## src/rtl/uart_pkg.sv

```systemverilog
// Shared UART definitions: receiver/transmitter state encoding, oversampling
// ratio and the baud divider calculation.
package uart_pkg;

    typedef enum logic [2:0] {
        IDLE,
        START,
        DATA,
        PARITY,
        STOP
    } uart_state_t;

    localparam int OS = 16;

    function automatic int uart_div(input int clk_freq, input int baud);
        int d;
        d = clk_freq / (baud * OS);
        return (d < 1) ? 1 : d;
    endfunction

endpackage

```

## src/rtl/uart_rx_os16_if.sv

```systemverilog
// Parallel side of the UART receiver: line input, enable, received word,
// completion strobe and status flags.
interface uart_rx_os16_if #(
    parameter int DATA_BITS = 8
);
    logic                 uart_en;
    logic                 rx;
    logic [DATA_BITS-1:0] rx_data;
    logic                 rx_done;
    logic                 rx_busy;
    logic                 rx_frame_err;
    logic                 rx_parity_err;
    logic                 rx_error;

    modport master (
        output uart_en, rx,
        input  rx_data, rx_done, rx_busy, rx_frame_err, rx_parity_err, rx_error
    );

    modport slave (
        input  uart_en, rx,
        output rx_data, rx_done, rx_busy, rx_frame_err, rx_parity_err, rx_error
    );
endinterface

```

## src/rtl/uart_baud_tick.sv

```systemverilog
// Oversampling tick generator: one-clock pulse every DIV clocks while enabled,
// counter held at zero while restart is asserted.
module uart_baud_tick #(
    parameter int DIV = 1
) (
    input  logic clk,
    input  logic arst,
    input  logic en,
    input  logic restart,
    output logic tick
);
    localparam int CW = (DIV > 1) ? $clog2(DIV) : 1;

    logic [CW-1:0] cnt;
    logic          wrap;

    assign wrap = (cnt == CW'(DIV - 1));
    assign tick = en && !restart && wrap;

    // NOTE: sequential state is assigned with <= so every flop sees pre-edge values.
    always_ff @(posedge clk or posedge arst) begin
        if (arst) begin
            cnt <= '0;
        end else if (restart || !en || wrap) begin
            cnt <= '0;
        end else begin
            cnt <= cnt + CW'(1);
        end
    end
endmodule

```

## src/rtl/uart_rx_os16.sv

```systemverilog
// UART receiver with 16x oversampling and a mid-bit sample; defining
// UART_RX_MAJORITY_EN replaces the single sample with a 2-of-3 vote at ticks 6/7/8.
module uart_rx_os16
    import uart_pkg::*;
#(
    parameter int CLK_FREQ   = 100_000_000,
    parameter int BAUD       = 9600,
    parameter int DATA_BITS  = 8,
    parameter int PARITY_EN  = 0,
    parameter int PARITY_ODD = 0
) (
    input  logic          clk,
    input  logic          arst,
    uart_rx_os16_if.slave bus
);
    localparam int DIV = uart_div(CLK_FREQ, BAUD);
`ifdef UART_RX_MAJORITY_EN
    localparam logic [3:0] SAMPLE_TICK = 4'd8;
`else
    localparam logic [3:0] SAMPLE_TICK = 4'd7;
`endif

    uart_state_t          state, state_next;
    logic                 rx_meta, rx_s;
    logic                 tick, mid, bit_end, last_bit, sample_bit;
    logic                 line_idle, parity_err_q;
    logic [3:0]           sample_cnt, bit_idx;
    logic [DATA_BITS-1:0] shift;

    always_ff @(posedge clk or posedge arst) begin
        if (arst) begin
            rx_meta <= 1'b1;
            rx_s    <= 1'b1;
        end else begin
            rx_meta <= bus.rx;
            rx_s    <= rx_meta;
        end
    end

    uart_baud_tick #(.DIV(DIV)) u_tick (
        .clk     (clk),
        .arst    (arst),
        .en      (1'b1),
        .restart (state == IDLE),
        .tick    (tick)
    );

`ifdef UART_RX_MAJORITY_EN
    logic vote6, vote7;

    always_ff @(posedge clk or posedge arst) begin
        if (arst) begin
            vote6 <= 1'b1;
            vote7 <= 1'b1;
        end else if (tick) begin
            if (sample_cnt == 4'd6) vote6 <= rx_s;
            if (sample_cnt == 4'd7) vote7 <= rx_s;
        end
    end

    assign sample_bit = (vote6 & vote7) | (vote6 & rx_s) | (vote7 & rx_s);
`else
    assign sample_bit = rx_s;
`endif

    assign mid      = tick && (sample_cnt == SAMPLE_TICK);
    assign bit_end  = tick && (sample_cnt == 4'd15);
    assign last_bit = (bit_idx == 4'(DATA_BITS - 1));

    always_ff @(posedge clk or posedge arst) begin
        if (arst) state <= IDLE;
        else      state <= state_next;
    end

    // NOTE: state_next gets its default before the case so no path leaves it unassigned (no latch).
    always_comb begin
        state_next = state;
        case (state)
            IDLE:    if (bus.uart_en && line_idle && !rx_s) state_next = START;
            START: begin
                if (mid && sample_bit) state_next = IDLE;
                else if (bit_end)      state_next = DATA;
            end
            DATA:    if (bit_end && last_bit) state_next = (PARITY_EN != 0) ? PARITY : STOP;
            PARITY:  if (bit_end) state_next = STOP;
            STOP:    if (mid) state_next = IDLE;
            default: state_next = IDLE;
        endcase
    end

    always_ff @(posedge clk or posedge arst) begin
        if (arst) begin
            sample_cnt        <= '0;
            bit_idx           <= '0;
            shift             <= '0;
            line_idle         <= 1'b1;
            parity_err_q      <= 1'b0;
            bus.rx_data       <= '0;
            bus.rx_done       <= 1'b0;
            bus.rx_frame_err  <= 1'b0;
            bus.rx_parity_err <= 1'b0;
            bus.rx_error      <= 1'b0;
        end else begin
            bus.rx_done <= 1'b0;

            if (state == IDLE) sample_cnt <= '0;
            else if (tick)     sample_cnt <= sample_cnt + 4'd1;

            if (state != DATA)  bit_idx <= '0;
            else if (bit_end)   bit_idx <= last_bit ? 4'd0 : bit_idx + 4'd1;

            // LSB arrives first, so shifting in at the top leaves bit 0 at the bottom.
            if (state == DATA && mid) shift <= {sample_bit, shift[DATA_BITS-1:1]};

            if (state == START)              parity_err_q <= 1'b0;
            else if (state == PARITY && mid) parity_err_q <= ((^shift) ^ sample_bit) != (PARITY_ODD != 0);

            if (state == IDLE && rx_s)                    line_idle <= 1'b1;
            else if (state == STOP && mid && !sample_bit) line_idle <= 1'b0;

            if (state == STOP && mid) begin
                bus.rx_data       <= shift;
                bus.rx_done       <= 1'b1;
                bus.rx_frame_err  <= ~sample_bit;
                bus.rx_parity_err <= parity_err_q;
                bus.rx_error      <= ~sample_bit | parity_err_q;
            end
        end
    end

    assign bus.rx_busy = (state != IDLE);
endmodule

```

## src/flat_wrapper.sv

```systemverilog
// flat-port wrapper written by rule: the top's interface ports become plain ports
module uart_rx_os16_flat import uart_pkg::*;
#(
    parameter int CLK_FREQ   = 100_000_000,
    parameter int BAUD       = 9600,
    parameter int DATA_BITS  = 8,
    parameter int PARITY_EN  = 0,
    parameter int PARITY_ODD = 0
)
  (clk, arst, bus_uart_en, bus_rx, bus_rx_data, bus_rx_done, bus_rx_busy, bus_rx_frame_err, bus_rx_parity_err, bus_rx_error);
  uart_rx_os16_if #(.DATA_BITS(DATA_BITS)) bus_i ();
  input  logic clk;
  input  logic arst;
  input wire logic [$bits(bus_i.uart_en)-1:0] bus_uart_en;
  input wire logic [$bits(bus_i.rx)-1:0] bus_rx;
  output wire logic [$bits(bus_i.rx_data)-1:0] bus_rx_data;
  output wire logic [$bits(bus_i.rx_done)-1:0] bus_rx_done;
  output wire logic [$bits(bus_i.rx_busy)-1:0] bus_rx_busy;
  output wire logic [$bits(bus_i.rx_frame_err)-1:0] bus_rx_frame_err;
  output wire logic [$bits(bus_i.rx_parity_err)-1:0] bus_rx_parity_err;
  output wire logic [$bits(bus_i.rx_error)-1:0] bus_rx_error;
  assign bus_i.uart_en = bus_uart_en;
  assign bus_i.rx = bus_rx;
  assign bus_rx_data = bus_i.rx_data;
  assign bus_rx_done = bus_i.rx_done;
  assign bus_rx_busy = bus_i.rx_busy;
  assign bus_rx_frame_err = bus_i.rx_frame_err;
  assign bus_rx_parity_err = bus_i.rx_parity_err;
  assign bus_rx_error = bus_i.rx_error;
  uart_rx_os16 #(.CLK_FREQ(CLK_FREQ), .BAUD(BAUD), .DATA_BITS(DATA_BITS), .PARITY_EN(PARITY_EN), .PARITY_ODD(PARITY_ODD)) u_core (.clk(clk), .arst(arst), .bus(bus_i));
endmodule
```

## config.mk

```make
export PLATFORM = sky130hd
export DESIGN_NAME = uart_rx_os16_flat
export DESIGN_NICKNAME = d
export VERILOG_FILES = /design/src/rtl/uart_pkg.sv /design/src/rtl/uart_rx_os16_if.sv /design/src/rtl/uart_baud_tick.sv /design/src/rtl/uart_rx_os16.sv /design/src/flat_wrapper.sv
export SDC_FILE = /design/constraint.sdc
export NUM_CORES = 1
export LEC_CHECK = 0
export ABC_AREA = 1
export BUFFER_PORTS_ARGS = -buffer_cell sky130_fd_sc_hd__buf_2
export CORE_ASPECT_RATIO = 1.25
export CORE_MARGIN = 5
export CORE_UTILIZATION = 53
export DETAILED_ROUTE_END_ITERATION = 12
export PLACE_DENSITY = 0.71
export SETUP_SLACK_MARGIN = 0.4
export SYNTH_ARGS = -nofsm -noshare
export SYNTH_HDL_FRONTEND = slang
export SYNTH_SLANG_ARGS = --single-unit
```

## constraint.sdc

```tcl
create_clock -name clk -period 1.9 [get_ports clk]
set_clock_uncertainty 0.1 [all_clocks]
set_input_delay 0.095 -clock clk [delete_from_list [all_inputs] [get_ports clk]]
set_output_delay 0.095 -clock clk [all_outputs]
set_load 0.01 [all_outputs]
```

==> metrics, run 1 <==
I/O pin total=17; mean cell area of the mapped netlist=a little under 9 µm²; drt pass-1 iters=4; total grt overflow=0; Critical Path RT=2.03 ns; final setup fails=0; min Tclk post-route=1.73 ns; Startpoint Class=flop; Max VDD drop=0.594 mV; setup tns final=0 ns; Initial DRC Count=around 70; Final period util=a little over 90%; via-per-instance ratio=5.07; initial antenna violation count=0; EDFF count, synth=0; Clock transition at path regs=0.08 ns; DRC=0; CP dominant cell by count=inv_2; RSZ-0062 raised after global routing=yes; share of cells above drive strength 1=46.5%; Arrival @ worst endpoint=between 1.5 and 2 ns; # diodes=0; Std-Cell Rows=26; IO Port Bufs=16; P per Cell Area=about 950 nW/µm²; outcome=completed; CP Capture Type=flop; die height=82.4 µm; first-pass GRT wire length=between 8000 and 9000 µm; Seq/Total Area, Yosys=50.8%; synth cell count leaders=70 x nand2_1, 42 x dfrtp_1, 30 x inv_1; H-tree Lvls=2; fmax=about 580 MHz; per-cell routed wire length=14.6 µm; most numerous cell in the Yosys netlist=nand2_1; CTS tree=yes; HP Class=in2reg; number of buffers created by CTS=5; slowest stage delay, CP=around 0.4 ns; maximum root-to-sink buffer count=2; Synth Cell Area=around 2200 µm²; Max FO, Critical Path=5; final hold violation count=0; full die area=5600 µm²; Slew @ Worst Pin=0.788 ns; Synth Warn #=0; Initial Util=a little over half; max-cap viol count=0; Max Slew Vio Count=0; clock latency on the worst-skew pair=0.30 ns; chip width=around 68 µm; Slowest cell on crit path=dfrtp_1; Detailed Route WL=about 5400 µm; max_slew headroom=47.1%; Post-Syn Nets=approximately 260; Lkg Pwr=1.51 nW; Vias=1886; top area cells in the synthesized netlist=dfrtp_1 47%, nand2_1 12%, inv_1 5.1%; Synth Flop Type=dfrtp_1; largest net degree at the start of global routing=26; area leader, netlist=dfrtp_1; Setup CP Type=reg2reg; final design utilization=76.1%; Post-Synthesis Cells=254; GRT Overall Usage=between 15 and 20%; crit path cell chain=inv_2 -> ha_4 -> nand3_4 -> inv_2 -> nand4_4 -> nor3_4 -> inv_2 -> nor2_8 -> nand2_2 -> nand2_1 -> o21ai_0; core area=approximately 4100 µm²; post-synth top area share=47.3%; Layout area overhead=39.2%; Seq cells post-synth=45; Clock Tree Root=clkbuf_8; routability congestion estimate=between 0.8 and 0.9; Antenna Nets Post-Route=0; hpwl dp=2810 µm; clock sink count=45; distinct cell type count after synthesis=33; vias in the first global route=1842; Layout Nets=about 320; Async SR Flop Fraction=100%
==> cell type report <==
| cell class | count | area, µm² |
|---|---|---|
| well taps | 56 | 70.1 |
| inverters | 36 | 148 |
| clock buffers | 6 | 72.6 |
| repair inverters | 1 | 8.76 |
| repair buffers | 55 | 440 |
| flip-flops and latches | 45 | 1130 |
| clock inverters | 2 | 35.0 |
| fillers | 268 | 972 |
| multi-input cells | 171 | 1190 |
==> kinds of logic (layout without fill, tap and decap cells) <==
logic type | count (synthesis) | in the layout | share of synthesized area (%)
simple gates | 129 | 129 | 28.8
xor+xnor | 8 | 8 | 3.15
fa+ha+maj | 4 | 4 | 2.25
compound gates | 30 | 30 | 8.05
buf+inv | 38 | 100 | 6.92
flops | 45 | 45 | 50.8
==> final timing paths <==
path	startpoint	end	slack [ns]	depth (start not counted)
max	u_core.u_tick.cnt[0]$_DFF_PP0_	u_core.line_idle$_DFFE_PP1P_	0.17	11
min	bus_uart_en	u_core.state[2]$_DFFE_PP0P_	0.23	7
max reg2reg	u_core.u_tick.cnt[0]$_DFF_PP0_	u_core.line_idle$_DFFE_PP1P_	0.17	11
min reg2reg	u_core.rx_meta$_DFF_PP1_	u_core.rx_s$_DFF_PP1_	0.26	0
max in group asynchronous	arst	u_core.line_idle$_DFFE_PP1P_	0.80	4
min in group asynchronous	arst	u_core.u_tick.cnt[3]$_DFF_PP0_	0.29	3
==> metal layers <==
metal / routed length [µm] / vias up / part of all wire, % / GRT usage (%)
met4: 290 / 0 / 5.3 / 8.35
met5: 0 / - / 0 / 0
met2: 2800 / 52 / 51 / 34.6
li1: - / 926 / - / -
met3: 215 / 24 / 3.9 / 4.87
met1: 2140 / 884 / 39 / 22.6
==> worst max-delay path, delay by kind of cell (launching register included) <==
family	cells	cell delay, ns
fa+ha+maj	1	0.15
simple gates	6	0.68
flops	1	0.40
buf+inv	3	0.25
compound gates	1	0.07
==> sequential cells by signal, indices dropped and copies added, names as in the netlist <==
register and count:
u_core.bus.rx_data 8, u_core.line_idle 1, u_core.rx_meta 1, u_core.bit_idx 4
u_core.parity_err_q 1, u_core.bus.rx_error 1, u_core.bus.rx_parity_err 1, u_core.sample_cnt 4
u_core.shift 8, u_core.state 3, u_core.rx_s 1, u_core.u_tick.cnt 10
u_core.bus.rx_done 1, u_core.bus.rx_frame_err 1
==> what timing repair did <==
item                                    in CTS  in global routing
hold endpoints to repair                    19                  0
gates resized for setup                     45                 39
hold buffers                                 2                  0
gates cloned                                 1                  0
pin swaps                                   19                 24
endpoints found under the setup margin      38                 43
setup buffers                               22                 11
==> report_power, final <==
group | internal [mW] | switching [mW]
logic | 0.467 | 0.650
registers | 1.03 | 0.0691
clock network | 0.390 | 0.319
==> layout by cell type (no fill, tap or decap), types with 9 or more instances in the layout <==
cell      n
nand2_1  51
dfrtp_1  39
buf_4    25
inv_1    24
nand2_2  18
buf_2    16
o21ai_2  11
nor2_4   10
nand3_1  10
o21ai_1  10
buf_6    10
inv_2     9
nor2_1    9
==> per-stage QoR <==
step | cell area [µm²] | hold WS, ns | setup slack [ns] | power, mW | cells
floorplan | 2260 | -0.000522 | 0.135 | 1.58 | 254
global placement | 2430 | 0.0731 | 0.169 | 1.73 | 328
detailed placement | 2430 | 0.0779 | 0.113 | 1.74 | 328
CTS | 2870 | 0.209 | 0.223 | 2.65 | 361
global route | 3090 | 0.257 | 0.0290 | 3.09 | 372
finish | 3090 | 0.230 | 0.168 | 2.93 | 372
No activity file was read; power rests on OpenSTA's default activity.
==> inputs of run 2 (changes only) <==
Settings changed: REMOVE_ABC_BUFFERS from default to 1, SLEW_MARGIN from default to 20.
==> metrics, run 2 (synthesized netlist as in run 1, its figures left out) <==
core area=4070 µm² (unchanged); Clock transition at path regs=0.08 ns (about the same); max reg flops=10 (unchanged); Max Slew Vio Count=0 (unchanged); initial antenna violation count=0 (unchanged); final setup fails=0 (unchanged); Layout Nets=316 (-2.2%); fill count=281 (+4.9%); IO Port Bufs=16 (unchanged); maximum root-to-sink buffer count=2 (unchanged); Clock Tree Root=clkbuf_8; slowest stage delay, CP=0.40 ns (about the same); Design Power=2.70 mW (-7.6%); drt pass-1 iters=4 (unchanged); Setup CP Type=reg2reg; number of buffers created by CTS=5 (unchanged); Final period util=92.1% (+0.97 points); full die area=5600 µm² (unchanged); via-per-instance ratio=4.92 (-3.1%); total grt overflow=0 (unchanged); max-cap viol count=0 (unchanged); H-tree Lvls=2 (unchanged); Detailed Route WL=4610 µm (-15%); Crit path max-delay family=simple AND/OR/NAND/NOR gates; die height=82.4 µm (unchanged); Initial DRC Count=43 (-38%); most frequent cells in the layout=48 x nand2_1, 42 x dfrtp_1, 24 x inv_1, 22 x buf_4, 17 x nand2_2; P per Cell Area=913 nW/µm² (-3.5%); fmax=571 MHz (-1.1%); Max VDD drop=0.745 mV (+25%); Arrival @ worst endpoint=1.84 ns (-0.02 ns); Std-Cell Rows=26 (unchanged); routability congestion estimate=0.810 (-0.97%); # diodes=0 (unchanged); vias in the first global route=1707 (-7.3%); largest net degree at the start of global routing=46 (+77%); CP Capture Type=flop; commonest non-fill, non-tap cell in the layout=nand2_1; clock sink count=45 (unchanged); post-route insts no fill=365 (-1.9%); chip width=67.9 µm (unchanged); Critical Path RT=1.99 ns (-0.04 ns); Vias=1794 (-4.9%); final hold violation count=0 (unchanged); outcome=completed; Layout area overhead=33.2%; Cells after DPL=329 (+0.30%); clock latency on the worst-skew pair=0.29 ns (about the same); Slew @ Worst Pin=0.561 ns (-0.228 ns); CP bufs+invs=2 (-1); DRC=0 (unchanged); CP dominant cell by count=nand2_1; I/O pin total=17 (unchanged); Antenna Nets Post-Route=0 (unchanged); most flop-heavy register=u_core.u_tick.cnt; max_slew headroom=62.6% (+16 points); share of cells above drive strength 1=42.4% (-4.1 points); per-cell routed wire length=12.6 µm (-14%); Lkg Pwr=1.47 nW (-2.4%); footprint of the multi-input gates=1150 µm² (-3.4%); Startpoint Class=flop; biggest regs=u_core.u_tick.cnt x10, u_core.bus.rx_data x8, u_core.shift x8; GRT Overall Usage=16.8% (-3.0 points); min Tclk post-route=1.75 ns (+0.0184 ns); Max FO, Critical Path=4 (-1); first-pass GRT wire length=7180 µm (-13%); Initial Util=54.7% (unchanged); register area=1130 µm² (-0.33%); hpwl dp=2680 µm (-4.4%); Slowest cell on crit path=dfrtp_1; RSZ-0062 raised after global routing=yes; CTS tree=yes; setup tns final=0 ns (unchanged); crit path cell chain=inv_2 -> ha_4 -> nand3_4 -> buf_6 -> nor2_4 -> nand3_2 -> nand2_2 -> nand2_2 -> nor2_4 -> nand2_1 -> nand2_1 -> nand2_1; HP Class=in2reg
## run 2: through the flow
stage | hold slack, ns | instance area [µm²] | util (%) | setup WS [ns]
2_1_floorplan | -0.000522 | 2210 | - | 0.180
3_3_place_gp | 0.101 | 2390 | 58.9 | 0.147
3_5_place_dp | 0.101 | 2390 | 58.9 | 0.0843
4_1_cts | 0.217 | 2810 | 69.1 | 0.157
5_1_grt | 0.258 | 2960 | 72.8 | 0.0291
6_report | 0.212 | 2960 | 72.8 | 0.150
## run 2: final timing paths
path | to | slack, ns | cells after the start | from
worst max-delay path | u_core.state[1]$_DFFE_PP0P_ | 0.15 | 12 | u_core.u_tick.cnt[0]$_DFF_PP0_
worst min-delay path | u_core.state[0]$_DFFE_PP0P_ | 0.21 | 7 | bus_uart_en
worst max register to register | u_core.state[1]$_DFFE_PP0P_ | 0.15 | 12 | u_core.u_tick.cnt[0]$_DFF_PP0_
worst min register to register | u_core.rx_s$_DFF_PP1_ | 0.26 | 0 | u_core.rx_meta$_DFF_PP1_
max in group asynchronous | u_core.bit_idx[3]$_DFFE_PP0P_ | 0.94 | 4 | arst
min in group asynchronous | u_core.shift[6]$_DFFE_PP0P_ | 0.37 | 4 | arst
## run 2: repair_timing
action	CTS	global route
resized for setup	43	33
setup endpoints to repair	39	43
hold buffers	2	0
cloned	3	1
buffers inserted	17	5
pin swaps	16	17
hold endpoints to repair	43	0
## run 2: area by class of cell
class	instances	area share (%)
Inverter	36	4.90
Multi-Input combinational cell	171	38.7
Timing Repair inverter	3	0.718
Sequential cell	45	38.1
Timing Repair Buffer	46	11.2
Tap cell	56	2.37
Clock inverter	1	1.01
Clock buffer	7	2.92
## run 2: routing by layer
layer	wire, µm	share of wire (%)	vias to the layer above	GRT usage (%)
met3	143	3.1	6	3.65
met4	62	1.3	0	5.96
met1	1940	42	850	19.7
li1	-	-	916	-
met5	0	0	-	0
met2	2460	53	22	29.7
## run 2: worst register-to-register path: cells and delay by family, from the launching register on
kind	cells	cell delay (ns)
adder cells (fa/ha/maj)	1	0.14
flip-flops	1	0.40
buffers and inverters	2	0.22
AND/OR/NAND/NOR	9	0.77
## run 2: report_power, final
group | internal, mW | switching, mW
clock network | 0.429 | 0.308
registers | 1.03 | 0.0624
logic | 0.332 | 0.543
total | 1.79 | 0.913
==> inputs of run 3 (changes only) <==
Settings changed: CORE_UTILIZATION 53 to 56, CTS_BUF_LIST from default to sky130_fd_sc_hd__clkbuf_4, PLACE_DENSITY 0.71 to 0.75, SETUP_SLACK_MARGIN 0.4 to 0.2.
==> metrics, run 3 (synthesized netlist as in run 1, its figures left out) <==
outcome=completed; max reg flops=10 (unchanged); Crit path max-delay family=buffers and inverters; Final period util=92.4% (+0.26 points); final setup fails=0 (unchanged); crit path cell chain=inv_2 -> ha_4 -> nand3_4 -> buf_6 -> nor2_4 -> buf_4 -> buf_6 -> buf_4 -> nand2_2 -> a211oi_2; RSZ-0062 raised after global routing=yes; most flop-heavy register=u_core.u_tick.cnt; clock latency on the worst-skew pair=0.37 ns (+0.08 ns); initial antenna violation count=0 (unchanged); routability congestion estimate=0.782 (-3.6%); largest net degree at the start of global routing=27 (-41%); core area=3820 µm² (-6.2%); Startpoint Class=flop; Vias=1797 (+0.17%); final hold violation count=0 (unchanged); fill count=259 (-7.8%); max_slew headroom=51.7% (-11 points); Max FO, Critical Path=5 (+1); full die area=5340 µm² (-4.6%); Slowest cell on crit path=dfrtp_1; Lkg Pwr=1.41 nW (-3.8%); first-pass GRT wire length=7460 µm (+3.8%); RR Endpoint=u_core.sample_cnt[2]$_DFFE_PP0P_; via-per-instance ratio=5.05 (+2.7%); Initial Util=58.3% (+3.6 points); GRT Overall Usage=18.3% (+1.5 points); slowest stage delay, CP=0.41 ns (about the same); total grt overflow=0 (unchanged); Hold Startpoint=bus_uart_en; min Tclk post-route=1.76 ns (+0.00494 ns); vias in the first global route=1766 (+3.5%); worst reg2reg path depth=10 (-2); share of cells above drive strength 1=36.8% (-5.6 points); maximum root-to-sink buffer count=2 (unchanged); post-route insts no fill=356 (-2.5%); reg2reg setup slack=0.14 ns (about the same); chip width=66.4 µm (-2.3%); fmax=570 MHz (-0.28%); biggest regs=u_core.u_tick.cnt x10, u_core.bus.rx_data x8, u_core.shift x8; Arrival @ worst endpoint=1.93 ns (+0.09 ns); most frequent cells in the layout=51 x nand2_1, 40 x dfrtp_1, 26 x inv_1, 19 x nand2_2, 17 x nor2_1; CTS tree=yes; Max Slew Vio Count=0 (unchanged); number of buffers created by CTS=5 (unchanged); Slew @ Worst Pin=0.721 ns (+0.160 ns); clock sink count=45 (unchanged); Layout area overhead=26.4%; Initial DRC Count=68 (+58%); Critical Path RT=2.08 ns (+0.09 ns); Cells after DPL=327 (-0.61%); drt pass-1 iters=4 (unchanged); CP bufs+invs=5 (+3); HP Class=in2reg; Hold Crit Depth=7 (unchanged); per-cell routed wire length=12.2 µm (-3.6%); H-tree Lvls=2 (unchanged); hold endpoint=u_core.state[0]$_DFFE_PP0P_; Std-Cell Rows=25 (-3.8%); Clock Tree Root=clkbuf_4; max-cap viol count=0 (unchanged); Hold WS=0.136 ns (-0.0765 ns); Setup CP Type=reg2reg; RR Startpoint=u_core.u_tick.cnt[0]$_DFF_PP0_; Layout Nets=309 (-2.2%); setup tns final=0 ns (unchanged); # diodes=0 (unchanged); I/O pin total=17 (unchanged); Antenna Nets Post-Route=0 (unchanged); Detailed Route WL=4340 µm (-5.9%); CP Capture Type=flop; P per Cell Area=878 nW/µm² (-3.8%); IO Port Bufs=16 (unchanged); commonest non-fill, non-tap cell in the layout=nand2_1; DRC=0 (unchanged); die height=80.5 µm (-2.4%); Clock transition at path regs=0.14 ns (+0.06 ns); Max VDD drop=0.529 mV (-29%); hpwl dp=2830 µm (+5.4%)
run 3: cell count changes in the layout (fill, tap and decap cells not counted), sizes merged:
| cell | delta |
|---|---|
| buf | -7 |
| clkinv | +3 |
| inv | -2 |
| clkbuf | -1 |
run 3: area by class of cell:
class                   count  area [µm²]  share of cell area [%]
flip-flops and latches     45        1130                    40.3
repair inverters            3        21.3                   0.757
clock inverters             2        35.0                    1.25
inverters                  36         143                    5.07
repair buffers             39         302                    10.7
multi-input cells         171        1070                    37.9
clock buffers               6        45.0                    1.60
well taps                  54        67.6                    2.40
run 3: timing repair:
| item | in CTS | in global routing |
|---|---|---|
| endpoints found under the hold margin | 18 | 0 |
| hold buffers | 2 | 0 |
| buffers inserted | 6 | 10 |
| setup endpoints to repair | 25 | 33 |
| gates resized for setup | 16 | 39 |
| pin swaps | 8 | 16 |
| gates cloned | 2 | 1 |
run 3: stage by stage:
stage,area (µm²),total power [mW],worst slack [ns],utilization [%]
after floorplan,2210,1.54,0.180,-
after global placement,2400,1.70,0.157,63.0
after detailed placement,2400,1.72,0.0691,63.0
after CTS,2610,2.37,0.128,68.4
after global routing,2810,2.63,-0.0445,73.7
final,2810,2.47,0.145,73.7
run 3: tightest hold or removal path, stage by stage:
cell     delay [ns]
buf_2          0.09
nand3_1        0.08
nand2_1        0.07
nand2_2        0.08
nor2_4         0.04
nand3_1        0.07
nand2_1        0.05
run 3: power breakdown:
part	internal [mW]	switching, mW
clock	0.290	0.309
combinational	0.284	0.483
sequential	1.03	0.0687
total	1.61	0.861
run 3: worst max-delay path by stage:
stage	slack (ns)	startpoint	endpoint	cells past startpoint
2_1_floorplan	0.18	u_core.u_tick.cnt[0]$_DFF_PP0_	u_core.shift[0]$_DFFE_PP0P_	9
3_3_place_gp	0.16	u_core.u_tick.cnt[0]$_DFF_PP0_	u_core.bus.rx_data[4]$_DFFE_PP0P_	11
3_5_place_dp	0.07	u_core.u_tick.cnt[0]$_DFF_PP0_	u_core.bus.rx_data[4]$_DFFE_PP0P_	11
4_1_cts	0.13	u_core.u_tick.cnt[0]$_DFF_PP0_	u_core.line_idle$_DFFE_PP1P_	11
5_1_grt	-0.04	u_core.u_tick.cnt[0]$_DFF_PP0_	u_core.state[1]$_DFFE_PP0P_	12
6_report	0.14	u_core.u_tick.cnt[0]$_DFF_PP0_	u_core.sample_cnt[2]$_DFFE_PP0P_	10
run 3: metal layers:
layer,track usage (%),up-vias,wire [µm]
li1,-,901,-
met1,20.0,858,1780
met2,32.7,28,2340
met3,4.90,10,118
met4,7.93,0,97
met5,0,-,0
